$ cat src/rtl/spram_port_arbiter_if.sv
// Request/response bundle for one requester of the SPRAM arbiter.
// The master modport is the requester side; the slave modport is the arbiter side.
interface spram_port_arbiter_if;
  logic        valid;
  logic        ready;
  logic        we;
  logic [13:0] addr;
  logic [15:0] wdata;
  logic [1:0]  be;
  logic        rvalid;
  logic [15:0] rdata;

  modport master (output valid, we, addr, wdata, be, input ready, rvalid, rdata);
  modport slave  (input valid, we, addr, wdata, be, output ready, rvalid, rdata);
endinterface

$ cat src/rtl/spram_port_arbiter.sv
// Round-robin two-port arbiter and standby/wake sequencer in front of one
// SB_SPRAM256KA, with a fixed one-cycle read response.
module spram_port_arbiter #(
  parameter int IDLE_CYCLES = 64,
  parameter int WAKE_CYCLES = 4
) (
  input  logic                 clk,
  input  logic                 rst_n,
  spram_port_arbiter_if.slave  a,
  spram_port_arbiter_if.slave  b,
  output logic [13:0]          ram_addr,
  output logic [15:0]          ram_din,
  output logic [3:0]           ram_maskwren,
  output logic                 ram_wren,
  output logic                 ram_cs,
  output logic                 ram_standby,
  output logic                 ram_sleep,
  output logic                 ram_poweroff,
  input  logic [15:0]          ram_dout
);

  localparam int IW = (IDLE_CYCLES > 0) ? $clog2(IDLE_CYCLES + 1) : 1;
  localparam int WW = (WAKE_CYCLES > 0) ? $clog2(WAKE_CYCLES + 1) : 1;

  typedef enum logic [1:0] {ST_ACTIVE, ST_STANDBY, ST_WAKE} state_e;

  state_e          state_q, state_d;
  logic [IW-1:0]   idle_q, idle_d;
  logic [WW-1:0]   wake_q, wake_d;
  logic            last_b_q, last_b_d;
  logic [1:0]      rtag_q, rtag_d;

  logic            any_valid;
  logic            acc_a, acc_b;

  // rst_n gates the accepts so ready and RAM strobes drop the instant reset asserts.
  always_comb begin
    any_valid = a.valid | b.valid;
    acc_a = rst_n & (state_q == ST_ACTIVE) & a.valid & (~b.valid | last_b_q);
    acc_b = rst_n & (state_q == ST_ACTIVE) & b.valid & (~a.valid | ~last_b_q);
  end

  always_ff @(posedge clk or negedge rst_n) begin
    if (!rst_n) begin
      state_q  <= ST_ACTIVE;
      idle_q   <= '0;
      wake_q   <= '0;
      last_b_q <= 1'b1;
      rtag_q   <= 2'b00;
    end else begin
      state_q  <= state_d;
      idle_q   <= idle_d;
      wake_q   <= wake_d;
      last_b_q <= last_b_d;
      rtag_q   <= rtag_d;
    end
  end

  always_comb begin
    state_d  = state_q;
    idle_d   = idle_q;
    wake_d   = wake_q;
    last_b_d = last_b_q;
    rtag_d   = {acc_b & ~b.we, acc_a & ~a.we};

    if (acc_a) begin
      last_b_d = 1'b0;
    end else if (acc_b) begin
      last_b_d = 1'b1;
    end

    unique case (state_q)
      ST_ACTIVE: begin
        // A request arriving on the very cycle the count is reached keeps us awake.
        if (any_valid) begin
          idle_d = '0;
        end else if (IDLE_CYCLES != 0) begin
          if (idle_q == IW'(IDLE_CYCLES)) begin
            state_d = ST_STANDBY;
            idle_d  = '0;
          end else begin
            idle_d = idle_q + 1'b1;
          end
        end
      end
      ST_STANDBY: begin
        if (any_valid) begin
          state_d = ST_WAKE;
          wake_d  = '0;
        end
      end
      ST_WAKE: begin
        if (wake_q == WW'(WAKE_CYCLES)) begin
          state_d = ST_ACTIVE;
        end else begin
          wake_d = wake_q + 1'b1;
        end
      end
      default: state_d = ST_ACTIVE;
    endcase
  end

  always_comb begin
    ram_cs       = acc_a | acc_b;
    ram_addr     = acc_b ? b.addr  : a.addr;
    ram_din      = acc_b ? b.wdata : a.wdata;
    ram_wren     = 1'b0;
    ram_maskwren = 4'b0000;
    if (acc_a) begin
      ram_wren     = a.we;
      ram_maskwren = a.we ? {a.be[1], a.be[1], a.be[0], a.be[0]} : 4'b0000;
    end else if (acc_b) begin
      ram_wren     = b.we;
      ram_maskwren = b.we ? {b.be[1], b.be[1], b.be[0], b.be[0]} : 4'b0000;
    end
  end

  assign a.ready      = acc_a;
  assign b.ready      = acc_b;
  assign a.rvalid     = rtag_q[0];
  assign b.rvalid     = rtag_q[1];
  assign a.rdata      = ram_dout;
  assign b.rdata      = ram_dout;
  assign ram_standby  = (state_q == ST_STANDBY);
  assign ram_sleep    = 1'b0;
  assign ram_poweroff = 1'b1;

endmodule

$ cat src/flat_wrapper.sv
// flat-port wrapper written by rule: the top's interface ports become plain ports
module spram_port_arbiter_flat 
#(
  parameter int IDLE_CYCLES = 64,
  parameter int WAKE_CYCLES = 4
)
  (clk, rst_n, ram_addr, ram_din, ram_maskwren, ram_wren, ram_cs, ram_standby, ram_sleep, ram_poweroff, ram_dout, a_valid, a_we, a_addr, a_wdata, a_be, a_ready, a_rvalid, a_rdata, b_valid, b_we, b_addr, b_wdata, b_be, b_ready, b_rvalid, b_rdata);
  spram_port_arbiter_if a_i ();
  spram_port_arbiter_if b_i ();
  input  logic clk;
  input  logic rst_n;
  output logic [13:0] ram_addr;
  output logic [15:0] ram_din;
  output logic [3:0] ram_maskwren;
  output logic ram_wren;
  output logic ram_cs;
  output logic ram_standby;
  output logic ram_sleep;
  output logic ram_poweroff;
  input  logic [15:0] ram_dout;
  input wire logic [$bits(a_i.valid)-1:0] a_valid;
  input wire logic [$bits(a_i.we)-1:0] a_we;
  input wire logic [$bits(a_i.addr)-1:0] a_addr;
  input wire logic [$bits(a_i.wdata)-1:0] a_wdata;
  input wire logic [$bits(a_i.be)-1:0] a_be;
  output wire logic [$bits(a_i.ready)-1:0] a_ready;
  output wire logic [$bits(a_i.rvalid)-1:0] a_rvalid;
  output wire logic [$bits(a_i.rdata)-1:0] a_rdata;
  input wire logic [$bits(b_i.valid)-1:0] b_valid;
  input wire logic [$bits(b_i.we)-1:0] b_we;
  input wire logic [$bits(b_i.addr)-1:0] b_addr;
  input wire logic [$bits(b_i.wdata)-1:0] b_wdata;
  input wire logic [$bits(b_i.be)-1:0] b_be;
  output wire logic [$bits(b_i.ready)-1:0] b_ready;
  output wire logic [$bits(b_i.rvalid)-1:0] b_rvalid;
  output wire logic [$bits(b_i.rdata)-1:0] b_rdata;
  assign a_i.valid = a_valid;
  assign a_i.we = a_we;
  assign a_i.addr = a_addr;
  assign a_i.wdata = a_wdata;
  assign a_i.be = a_be;
  assign a_ready = a_i.ready;
  assign a_rvalid = a_i.rvalid;
  assign a_rdata = a_i.rdata;
  assign b_i.valid = b_valid;
  assign b_i.we = b_we;
  assign b_i.addr = b_addr;
  assign b_i.wdata = b_wdata;
  assign b_i.be = b_be;
  assign b_ready = b_i.ready;
  assign b_rvalid = b_i.rvalid;
  assign b_rdata = b_i.rdata;
  spram_port_arbiter #(.IDLE_CYCLES(IDLE_CYCLES), .WAKE_CYCLES(WAKE_CYCLES)) u_core (.clk(clk), .rst_n(rst_n), .a(a_i), .b(b_i), .ram_addr(ram_addr), .ram_din(ram_din), .ram_maskwren(ram_maskwren), .ram_wren(ram_wren), .ram_cs(ram_cs), .ram_standby(ram_standby), .ram_sleep(ram_sleep), .ram_poweroff(ram_poweroff), .ram_dout(ram_dout));
endmodule
$ cat config.mk
export PLATFORM = sky130hd
export DESIGN_NAME = spram_port_arbiter_flat
export DESIGN_NICKNAME = d
export VERILOG_FILES = /design/src/rtl/spram_port_arbiter_if.sv /design/src/rtl/spram_port_arbiter.sv /design/src/flat_wrapper.sv
export SDC_FILE = /design/constraint.sdc
export NUM_CORES = 1
export LEC_CHECK = 0
export ABC_AREA = 1
export CORE_AREA = 10 10 74 108
export DETAILED_ROUTE_END_ITERATION = 10
export DIE_AREA = 0 0 84 118
export PLACE_DENSITY = 0.77
export SYNTH_ARGS = -nofsm -noshare
export SYNTH_HDL_FRONTEND = slang
export SYNTH_SLANG_ARGS = --single-unit
$ cat constraint.sdc
create_clock -name clk -period 1.5 [get_ports clk]
set_clock_uncertainty 0.1 [all_clocks]
set_input_delay 0.375 -clock clk [delete_from_list [all_inputs] [get_ports clk]]
set_output_delay 0.375 -clock clk [all_outputs]
set_load 0.05 [all_outputs]
## After elaboration in Yosys (flattened, before gate mapping)

Cells that the tools add are included.

- Register bits: 15
- Bits of input ports: 86
- Output and inout bits: 75
- Logic and storage cells: 57

- Add/subtract/negate cells: 2
- Equal/unequal tests: 9
- Mux-type cells: 20
- Bitwise gates (word level): 16
- Reduce and logical (&&, ||, !) cells: 5

Operators with widths:

| cell | count |
|---|---|
| 16-bit 2-to-1 mux | 1 |
| 4-bit 2-to-1 mux | 4 |
| 14-bit 2-to-1 mux | 1 |
| 7-bit 2-to-1 mux | 2 |
| 2-bit 2-to-1 mux | 4 |
| 7-bit by 1-bit adder with 7-bit output, second input constant | 1 |
| 1-bit AND | 7 |
| 7-bit equality test, second input constant | 1 |
| 3-bit 2-to-1 mux | 2 |
| 2-bit != test, second input constant | 3 |
| 2-bit case mux with 3 select lines | 1 |
| 3-bit case mux with 2 select lines | 1 |
| 1-bit inverter | 5 |
| 1-bit 2-to-1 mux | 4 |
| 2-bit by 1-bit != test with 1-bit output, second input constant | 2 |
| 1-bit bitwise OR | 4 |
| 4-bit AND reduction | 1 |
| 2-bit nonzero test | 2 |
| 3-bit by 1-bit adder with 3-bit output, second input constant | 1 |
| 3-bit equality test, second input constant | 1 |
| 3-bit AND reduction | 1 |
| 2-bit by 1-bit equality test with 1-bit output, second input constant | 1 |
| 2-bit equality test, second input constant | 1 |
| 2-bit logical NOT | 1 |

## Depth between registers and ports, before layout

Gate-level depths: netlist of run 1.

- Depth after elaboration: 6
- Gate-level depth with buffers: 9
- Depth with buffers taken out: 9

## Least setup slack after synthesis of run 1

No wires, ideal clock.

- Path kind: reg2out
- Start: register u_core.state_q[0]
- End: output ram_maskwren[1]
- Data arrival time: 1.960 ns
- Required time: 1.025 ns
- Setup slack: -0.935 ns
- Stages on the path, launching flop included: 7
- Buffers on the path: 1
- Path through: dfrtp_1 > nor2_4 > nand2_1 > nor2_2 > nand3_1 > nand2_1 > buf_4

- Elaborated cells on any way between the ends: 8
- Classes of those cells: mux: 2; bitwise: 5; reduce/logical: 1

RTL lines:

| element | line | RTL |
|---|---|---|
| start: declaration | spram_port_arbiter.sv:27 | `state_e state_q, state_d;` |
| start signal: assignment | spram_port_arbiter.sv:51 | `state_q <= state_d;` |
| 2-bit logical NOT | spram_port_arbiter.sv:39 | `acc_a = rst_n & (state_q == ST_ACTIVE) & a.valid & (~b.valid \| last_b_q);` |
| 1-bit AND (3 in a row) | spram_port_arbiter.sv:39 |  |
| via a_ready | flat_wrapper.sv:26 | `output wire logic [$bits(a_i.ready)-1:0] a_ready;` |
| 4-bit 2-to-1 mux | spram_port_arbiter.sv:109 | `if (acc_a) begin` |
| end: declaration | flat_wrapper.sv:14 | `output logic [3:0] ram_maskwren;` |

The timed path passes the listed nets, and every way through them passes these cells.

## Worst setup path after layout of run 1

- Start: register u_core.state_q[0]
- End: output ram_din[15]

- Word-level cells in the longest chain between the ends: 5

RTL lines:

| element | line | RTL |
|---|---|---|
| 2-bit logical NOT | spram_port_arbiter.sv:40 | `acc_b = rst_n & (state_q == ST_ACTIVE) & b.valid & (~a.valid \| ~last_b_q);` |
| 1-bit AND (3 in a row) | spram_port_arbiter.sv:40 |  |
| 16-bit 2-to-1 mux | spram_port_arbiter.sv:106 | `ram_din = acc_b ? b.wdata : a.wdata;` |
| end: declaration | flat_wrapper.sv:13 | `output logic [15:0] ram_din;` |

No other way between the ends.

==> metrics.md, run 1 <==
| Metric | Value |
|---|---|
| Routed Wire Length | `9430 µm` |
| Chip width | `84 µm` |
| CTS tree | `yes` |
| CP endpoint kind | `output pin` |
| I/O pin total | `161` |
| Tmin final | `2.16 ns` |
| RSZ-0062 raised after global routing | `true` |
| GRT Residual Overflow | `0` |
| Root buffer cell | `clkbuf_8` |
| Async set-reset flop share out of synthesis | `100%` |
| Layout area overhead | `200%` |
| Cells after Synth | `254` |
| Initial DRC Count | `77` |
| Top cells by area, synth | `nand2_1 34%, dfrtp_1 23%, buf_4 17%` |
| Worst reg-to-reg setup slack | `-0.03 ns` |
| Post-synthesis mux area share | `0%` |
| Comb power frac | `70.3%` |
| YS warnings | `0` |
| Nets | `449` |
| Core area | `6040 µm²` |
| Cell row count | `35` |
| Status | `complete, but fails checks` |
| Hold Crit Class | `in2async` |
| Final Setup Violations | `42` |
| Most used DFF post-synth | `dfrtp_1` |
| Simple-Gate Fraction of Synth Area | `43.1%` |
| Flop pwr share | `16.5%` |
| Die Area | `9910 µm²` |
| Switch Pwr | `1.13 mW` |
| Post-DR wirelength/cell | `21.8 µm` |
| Critical path type | `reg2out` |
| Largest net degree at the start of global routing | `17` |
| Switching Fraction | `43.7%` |
| Failing checks | `setup timing` |
| Synth Area per Inst | `6.08 µm²` |
| Post-synthesis net count | `344` |
| # diodes | `0` |
| Longest Clk Path Bufs | `2` |
| CP max FO | `8` |
| Initial Util | `25.6%` |
| Slew Limit Fails | `0` |
| Placed Cells | `415` |
| Non-Filler Instances | `432` |
| Startpoint class of the critical path | `register` |
| Post-DRT Antenna Nets | `0` |
| Final Worst Setup Slack | `-0.655 ns` |
| F_max | `0.464 GHz` |
| Distinct cells, synth | `20` |
| Xor/xnor share of the synthesized area | `1.13%` |
| Initial antenna violation count | `0` |
| Arr. time, crit path | `1.68 ns` |
| Clk slew on worst S/H paths | `0.06 ns` |
| MaxCap Viol Count | `0` |
| Share of the synthesized area in the top cell type | `33.5%` |
| Compound-Gate Fraction of Synth Area | `2.35%` |
| Synth Cell Area | `1550 µm²` |
| DR vias | `2049` |
| Seq/Total Area, Yosys | `24.4%` |
| Number of synthesized flops with an enable pin | `0` |
| First-pass GRT wire length | `13300 µm` |
| Layout cells sized above 1 | `54.5%` |
| CTS Sinks | `15` |
| Post-Synth Adder-Cell Area | `3.24%` |
| Int Power | `1.46 mW` |
| Top cell type by total area after synthesis | `nand2_1` |
| Dpl hpwl | `6310 µm` |
| RD Place Congestion | `0.841` |
| Clk pwr share | `13.2%` |
| Maximum VDD drop | `0.411 mV` |
| Hold buffer count at cts | `0` |
| DR DRC count | `0` |
| Vias in the first global route | `2412` |
| Gr usage total | `16.8%` |
| Largest family of logic cells by synthesized area | `simple AND/OR/NAND/NOR gates` |
| Fin crit share | `144%` |
| Overall power | `2.59 mW` |
| IO buf count | `110` |
| Pleak | `1.98 nW` |
| Pre-antenna DRT Iters | `4` |
| Die height | `118 µm` |
| Power Density | `560 nW/µm²` |
| Vias per cell | `4.74` |
| Flops & latches, synth | `15` |
| Hold Violations, Final | `0` |
| Htree depth | `1` |
| Number of CTS-inserted buffers | `3` |
| Clk_lat worst skew | `0.25 ns` |
| CP required | `1.02 ns` |
-- state kept, by name, summed over array words and instances, names as in the netlist --
signal / count
u_core.state_q: 2
u_core.idle_q: 7
u_core.rtag_q: 2
u_core.wake_q: 3
u_core.last_b_q: 1
-- per-stage QoR --
step	area, µm²	setup TNS [ns]	setup slack [ns]	hold slack [ns]	util, %
2_1_floorplan	2550	-8.96	-0.442	-0.0206	-
3_3_place_gp	3990	-29.34	-0.719	0.393	66.1
3_5_place_dp	3990	-30.51	-0.755	0.423	66.1
4_1_cts	4400	-23.01	-0.639	0.173	72.9
5_1_grt	4630	-26.55	-0.717	0.186	76.6
6_report	4630	-24.01	-0.655	0.168	76.6
-- worst max-delay path, cell delays in order, from the launching register on --
cell	delay [ns]
dfrtp_1	0.42
nor2_4	0.15
nand4_4	0.17
buf_8	0.20
buf_16	0.18
nand2_8	0.10
nand2_8	0.05
buf_12	0.14
-- timing repair --
action,in CTS,in global routing
pin swaps,3,6
buffers inserted,4,6
setup endpoints to repair,47,50
resized for setup,71,33
cloned,2,1
-- placed cells by master, fill, tap and decap left out, drive strengths merged --
| master | n |
|---|---|
| dlygate4sd2 | 3 |
| o21bai | 1 |
| nand3 | 10 |
| nor2 | 13 |
| nand2 | 138 |
| xor2 | 2 |
| ha | 4 |
| clkbuf | 5 |
| clkdlybuf4s50 | 66 |
| conb | 2 |
| buf | 72 |
| clkinv | 1 |
| inv | 18 |
| o21ai | 5 |
| nand4 | 3 |
| dfrtp | 14 |
| dfstp | 1 |
-- Yosys cell counts, types with 3 or more instances --
master and number:
nor2_1 9, buf_2 3, nor2_2 3, ha_1 4
buf_6 3, inv_1 18, nand3_1 10, nand2_1 138
o21ai_0 4, buf_4 36, dfrtp_1 14
-- kinds of logic after synthesis --
| kind of cell | Yosys count |
|---|---|
| AOI/OAI and AO/OA | 6 |
| other | 2 |
| adders and majority gates | 4 |
| buffers and inverters | 61 |
| DFF | 15 |
| and+or+nand+nor | 164 |
| xor gates and xnor gates | 2 |
-- power groups by stage --
stage          sequential [mW]  combinational, mW  clock, mW
2_1_floorplan            0.442               1.06          0
6_report                 0.428               1.82      0.342
4_1_cts                  0.428               1.74      0.338
5_1_grt                  0.429               1.89      0.363
3_5_place_dp             0.435               1.59          0
3_3_place_gp             0.435               1.57          0
-- final cells by class --
type / count / area [µm²]
Inverter: 19 / 83.8
Fill cell: 341 / 1410
Tap cell: 74 / 92.6
Sequential cell: 15 / 377
Clock buffer: 4 / 45.0
Timing Repair Buffer: 142 / 1920
Multi-Input combinational cell: 178 / 2120
-- per-layer routing --
metal | vias up | part of all wire, % | GRT usage, %
li1 | 942 | - | -
met1 | 979 | 29 | 13.7
met2 | 89 | 57 | 33.7
met3 | 39 | 9.4 | 6.86
met4 | 0 | 4.7 | 6.09
met5 | - | 0 | 0
-- path summary, 6_finish.rpt --
kind | cells after the start | endpoint | start
setup / recovery | 7 | ram_din[15] | u_core.state_q[0]
min in group clk | 2 | u_core.idle_q[6] | u_core.idle_q[6]
setup reg to reg | 9 | u_core.wake_q[1] | u_core.state_q[0]
max in group asynchronous | 3 | u_core.last_b_q | rst_n
hold / removal | 2 | u_core.idle_q[2] | rst_n
hold reg to reg | 2 | u_core.idle_q[6] | u_core.idle_q[6]
Note: power is estimated with default switching activity, not from simulation.
==> run 2: changes to the inputs <==
--- a/config.mk
+++ b/config.mk
@@ -6,6 +6,7 @@
 export NUM_CORES = 1
 export LEC_CHECK = 0
 export ABC_AREA = 1
+export ABC_CLOCK_PERIOD_IN_PS = 1500
 export CORE_AREA = 10 10 74 108
 export DETAILED_ROUTE_END_ITERATION = 10
 export DIE_AREA = 0 0 84 118
==> results of run 2 <==
The final DEF is identical to that of run 1; final timing and power are the same.
